File: src/rtl/sound_frame_seq.sv
// Frame sequencer: freq-base strobe plus 256/128/64 Hz length/sweep/envelope strobes.
// Define SOUND_EXT_DIV_EN to step on falling edges of div_bit instead of the internal prescaler.
module sound_frame_seq #(
  parameter int FREQ_DIV = 2,
  parameter int STEP_DIV = 8192
) (
  input  logic       clk,
  input  logic       rst,
  input  logic       master_enable,
  input  logic       div_reset,
  input  logic       div_bit,
  output logic       clk_freq_div,
  output logic       clk_length_ctr,
  output logic       clk_sweep,
  output logic       clk_vol_env,
  output logic [2:0] step
);

  localparam int FW = $clog2(FREQ_DIV);
  localparam logic [FW-1:0] FREQ_LAST = FW'(FREQ_DIV - 1);

  logic [FW-1:0] freq_cnt;
  logic          freq_last;
  logic          step_tick;

  assign freq_last = (freq_cnt == FREQ_LAST);

  always_ff @(posedge clk or posedge rst) begin
    if (rst) begin
      freq_cnt     <= '0;
      clk_freq_div <= 1'b0;
    end else if (!master_enable) begin
      freq_cnt     <= '0;
      clk_freq_div <= 1'b0;
    end else begin
      freq_cnt     <= freq_last ? '0 : freq_cnt + 1'b1;
      clk_freq_div <= freq_last;
    end
  end

`ifdef SOUND_EXT_DIV_EN
  logic div_prev;
  logic unused;

  // div_reset has no meaning when the DIV tap comes from outside.
  assign unused = div_reset;

  always_ff @(posedge clk or posedge rst) begin
    if (rst) begin
      div_prev <= 1'b0;
    end else begin
      div_prev <= div_bit;
    end
  end

  assign step_tick = master_enable & div_prev & ~div_bit;
`else
  localparam int SW = $clog2(STEP_DIV);
  localparam logic [SW-1:0] STEP_LAST = SW'(STEP_DIV - 1);

  logic [SW-1:0] step_cnt;
  logic          unused;

  assign unused = div_bit;

  always_ff @(posedge clk or posedge rst) begin
    if (rst) begin
      step_cnt <= '0;
    end else if (!master_enable || div_reset || step_cnt == STEP_LAST) begin
      step_cnt <= '0;
    end else begin
      step_cnt <= step_cnt + 1'b1;
    end
  end

  // A coinciding DIV write restarts the prescaler and swallows the tick.
  assign step_tick = master_enable & ~div_reset & (step_cnt == STEP_LAST);
`endif

  always_ff @(posedge clk or posedge rst) begin
    if (rst) begin
      step           <= 3'd0;
      clk_length_ctr <= 1'b0;
      clk_sweep      <= 1'b0;
      clk_vol_env    <= 1'b0;
    end else if (!master_enable) begin
      step           <= 3'd0;
      clk_length_ctr <= 1'b0;
      clk_sweep      <= 1'b0;
      clk_vol_env    <= 1'b0;
    end else begin
      clk_length_ctr <= step_tick & ~step[0];
      clk_sweep      <= step_tick & (step[1:0] == 2'b10);
      clk_vol_env    <= step_tick & (step == 3'd7);
      if (step_tick) begin
        step <= step + 3'd1;
      end
    end
  end

endmodule
File: config.mk
export PLATFORM = sky130hd
export DESIGN_NAME = sound_frame_seq
export DESIGN_NICKNAME = d
export VERILOG_FILES = /design/src/rtl/sound_frame_seq.sv
export SDC_FILE = /design/constraint.sdc
export NUM_CORES = 1
export LEC_CHECK = 0
export BUFFER_PORTS_ARGS = -buffer_cell sky130_fd_sc_hd__buf_2
export CAP_MARGIN = 20
export CORE_ASPECT_RATIO = 0.7
export CORE_UTILIZATION = 40
export CTS_CLUSTER_SIZE = 25
export DETAILED_ROUTE_END_ITERATION = 10
export PLACE_DENSITY = 0.65
export REMOVE_ABC_BUFFERS = 1
export SLEW_MARGIN = 15
export SYNTH_ARGS = -nofsm -noshare
export SYNTH_HDL_FRONTEND = slang
export SYNTH_SLANG_ARGS = --single-unit
File: constraint.sdc
create_clock -name clk -period 4.42 [get_ports clk]
set_clock_uncertainty 0.15 [all_clocks]
set_input_delay 0.663 -clock clk [delete_from_list [all_inputs] [get_ports clk]]
set_output_delay 0.663 -clock clk [all_outputs]
set_load 0.03 [all_outputs]
==> results.cfg <==
[final_layout]
fill_cells = 210
drive_above_1_share = 0.190
post_route_insts_no_fill = 132
num_antenna_cells = 0
area_growth_syn_to_layout_pct = 11.6
final_net_count = 110
design_area_um2 = 1070

[clocking]
cts_buffers = 3
cts-hold-fix-buffers = 0
clock_path_buffers = 2
clkLatencyLatePin_ns = 0.30
cts.reportedPaths.clkPinSlew_ns = 0.11
cts_tree = yes
cts_num_sinks = 21
cts_htree_levels = 1
clockRootBuffer = sky130_fd_sc_hd__clkbuf_4
postCtsSetupBuffers = 0
cts_repair_resize_count = 0

[die]
initial_utilization = 0.436
placement_rows = 14
die_w_um = 60.6
num_io_pins = 12
die_outline_area_um2 = 2610
die_height_um = 43.0
core_footprint_um2 = 2210

[timing]
timing.final.crit_period_ns = 1.94
rsz_0062_raised_after_global_routing = no
min_period_over_period = 0.439
setup_violations = 0
worst_rel_slew_slack = 0.479
slew_viol_final = 0
report.final.hold_viol_count = 0
crit_path_setup_slack_layout_ns = 2.48
hold_slack_ns = 0.279
fin_setup_tns_ns = 0
max_freq_mhz = 516
worst_slew_pin_tran_ns = 0.780

[placed_design]
place.detailed.instances = 128
dpl-instance-area_um2 = 1050
hpwl_um = 1080
routability_congestion_estimate_from_global_placement = 0.740
io_buffer_count = 10
dp_slack_ns = 2.51

[flow_run]
maxCapViolCount = 0

[synth]
synth_cell_types = 28
post-synth-top-area-cell = sky130_fd_sc_hd__dfrtp_1
count_of_warnings_emitted_by_yosys = 0
synthTopCellsByArea = sky130_fd_sc_hd__dfrtp_1, sky130_fd_sc_hd__ha_1, sky130_fd_sc_hd__nor2_1
syn_avg_cell_area_um2 = 11.1
post_synth_instance_area_um2 = 962
synth_sequential_area_ratio = 0.546
yosys_register_bits = 21
synthDominantCellAreaShare = 0.546
syn_inst = 87

[routing]
dr_total_vias = 617
drt_wl_total_um = 1490
drt-wirelength-per-cell_um = 11.3
via_per_inst = 4.67
number_of_design_rule_violations_left_after_detail_routing = 0
drt_iter0_markers = 14
first_pass_iters = 4
drt.antenna.violating_nets = 0

[power_and_ir_drop]
ir_drop_mv = 0.166
p_per_area_nw_per_um2 = 278
power_leakage_nw = 0.524

[global_routing]
grt_remaining_overflow = 0
grt_pass1_wl_um = 2530
grt_max_degree = 22
first_global_vias = 565
antenna_found_initial = 0
grt_usage = 0.141

[worst_hold_path]
worstHoldPathCells = 1
worstHoldPathType = flop to flop

[critical_path]
worstSetupPathType = flop to flop
worst_setup_path_start_kind = flop
timing.critical_path.required_ns = 4.45
critical_path.max_fanout = 10
r2r_cells = 5
crit_arrival_ns = 1.97
endpoint_kind = flop

[outcome]
status = completed
==> synthesized netlist by cell type <==
cell,n
sky130_fd_sc_hd__a21o_1,1
sky130_fd_sc_hd__a21oi_1,1
sky130_fd_sc_hd__and2_1,2
sky130_fd_sc_hd__and2_2,2
sky130_fd_sc_hd__and3_1,1
sky130_fd_sc_hd__and4_1,1
sky130_fd_sc_hd__buf_2,1
sky130_fd_sc_hd__dfrtp_1,21
sky130_fd_sc_hd__ha_1,4
sky130_fd_sc_hd__inv_1,4
sky130_fd_sc_hd__mux2i_1,1
sky130_fd_sc_hd__nand2_1,7
sky130_fd_sc_hd__nand2b_1,1
sky130_fd_sc_hd__nand3_1,4
sky130_fd_sc_hd__nand3b_1,1
sky130_fd_sc_hd__nand4_1,2
sky130_fd_sc_hd__nand4_4,1
sky130_fd_sc_hd__nor2_1,12
sky130_fd_sc_hd__nor2b_1,1
sky130_fd_sc_hd__nor3_1,2
sky130_fd_sc_hd__nor3b_1,1
sky130_fd_sc_hd__nor4_4,1
sky130_fd_sc_hd__o21ai_0,3
sky130_fd_sc_hd__o21bai_1,1
sky130_fd_sc_hd__or3_2,1
sky130_fd_sc_hd__or3b_2,1
sky130_fd_sc_hd__xnor2_1,4
sky130_fd_sc_hd__xor2_1,5
==> worst max-delay path, stage by stage, from the launching register on <==
cell and delay (ns):
sky130_fd_sc_hd__dfrtp_1 0.41, sky130_fd_sc_hd__ha_1 0.21, sky130_fd_sc_hd__nand3_1 0.22, sky130_fd_sc_hd__nor3_1 0.36
sky130_fd_sc_hd__a21o_1 0.38, sky130_fd_sc_hd__nor2_1 0.09
==> registers in the layout, summed over array words and instances, names as in the netlist <==
signal / count
step: 3
step_cnt: 13
clk_vol_env: 1
clk_freq_div: 1
freq_cnt: 1
clk_length_ctr: 1
clk_sweep: 1
==> cell families (layout without fill, tap and decap cells) <==
logic type,after synthesis,count (layout),synth area share
AOI/OAI and AO/OA,6,6,0.0364
adders and majority gates,4,4,0.0520
xor gates and xnor gates,9,9,0.0819
and+or+nand+nor,41,41,0.252
muxes,1,1,0.0104
DFF,21,21,0.546
buffers and inverters,5,18,0.0208
==> cell type report <==
class,count,area (um2),area share
Sequential cell,21,526,0.490
Multi-Input combinational cell,61,417,0.388
Timing Repair Buffer,10,50.0,0.0466
Tap cell,32,40.0,0.0373
Clock buffer,4,26.3,0.0245
Inverter,4,15.0,0.0140
==> stage by stage <==
stage | utilization | total power, mW
after floorplan | - | 0.206
after global placement | 0.474 | 0.211
after detailed placement | 0.474 | 0.211
after CTS | 0.486 | 0.304
after global routing | 0.486 | 0.317
final | 0.486 | 0.299
==> cell usage in the layout, fill, tap and decap left out <==
| master | synthesis | layout |
|---|---|---|
| sky130_fd_sc_hd__and2_1 | 2 | 2 |
| sky130_fd_sc_hd__or3_2 | 1 | 1 |
| sky130_fd_sc_hd__dfrtp_1 | 21 | 21 |
| sky130_fd_sc_hd__nand2b_1 | 1 | 1 |
| sky130_fd_sc_hd__xor2_1 | 5 | 5 |
| sky130_fd_sc_hd__clkbuf_4 | 0 | 3 |
| sky130_fd_sc_hd__a21o_1 | 1 | 1 |
| sky130_fd_sc_hd__nor2b_1 | 1 | 1 |
| sky130_fd_sc_hd__nand3b_1 | 1 | 1 |
| sky130_fd_sc_hd__o21bai_1 | 1 | 1 |
| sky130_fd_sc_hd__nor3b_1 | 1 | 1 |
| sky130_fd_sc_hd__nand3_1 | 4 | 4 |
| sky130_fd_sc_hd__nand4_4 | 1 | 1 |
| sky130_fd_sc_hd__inv_1 | 4 | 4 |
| sky130_fd_sc_hd__and4_1 | 1 | 1 |
| sky130_fd_sc_hd__buf_2 | 1 | 10 |
| sky130_fd_sc_hd__and2_2 | 2 | 2 |
| sky130_fd_sc_hd__o21ai_0 | 3 | 3 |
| sky130_fd_sc_hd__xnor2_1 | 4 | 4 |
| sky130_fd_sc_hd__nand2_1 | 7 | 7 |
| sky130_fd_sc_hd__clkbuf_1 | 0 | 1 |
| sky130_fd_sc_hd__nor4_4 | 1 | 1 |
| sky130_fd_sc_hd__nor3_1 | 2 | 2 |
| sky130_fd_sc_hd__mux2i_1 | 1 | 1 |
| sky130_fd_sc_hd__and3_1 | 1 | 1 |
| sky130_fd_sc_hd__nand4_1 | 2 | 2 |
| sky130_fd_sc_hd__nor2_1 | 12 | 12 |
| sky130_fd_sc_hd__or3b_2 | 1 | 1 |
| sky130_fd_sc_hd__a21oi_1 | 1 | 1 |
| sky130_fd_sc_hd__ha_1 | 4 | 4 |
==> metal layers <==
metal	vias up	track usage	wire length, um
li1	314	-	-
met1	292	0.211	798
met2	9	0.180	617
met3	2	0.0640	59
met4	0	0.0409	10
met5	-	0	0
==> final timing paths <==
check | from | to | slack (ns)
max | step_cnt[0]$_DFF_PP0_ | step_cnt[3]$_DFF_PP0_ | 2.48
max in group asynchronous | rst | clk_length_ctr$_DFF_PP0_ | 3.30
min | freq_cnt$_DFF_PP0_ | freq_cnt$_DFF_PP0_ | 0.28
max reg2reg | step_cnt[0]$_DFF_PP0_ | step_cnt[3]$_DFF_PP0_ | 2.48
min reg2reg | freq_cnt$_DFF_PP0_ | freq_cnt$_DFF_PP0_ | 0.28
min in group asynchronous | rst | step_cnt[2]$_DFF_PP0_ | 0.33
==> power breakdown <==
| part | internal (mW) | total, mW | switching (mW) |
|---|---|---|---|
| logic | 0.00314 | 0.0118 | 0.00863 |
| registers | 0.194 | 0.195 | 0.00117 |
| clock network | 0.0352 | 0.0919 | 0.0567 |
| total | 0.232 | 0.299 | 0.0665 |
Note: power is estimated with default switching activity, not from simulation.
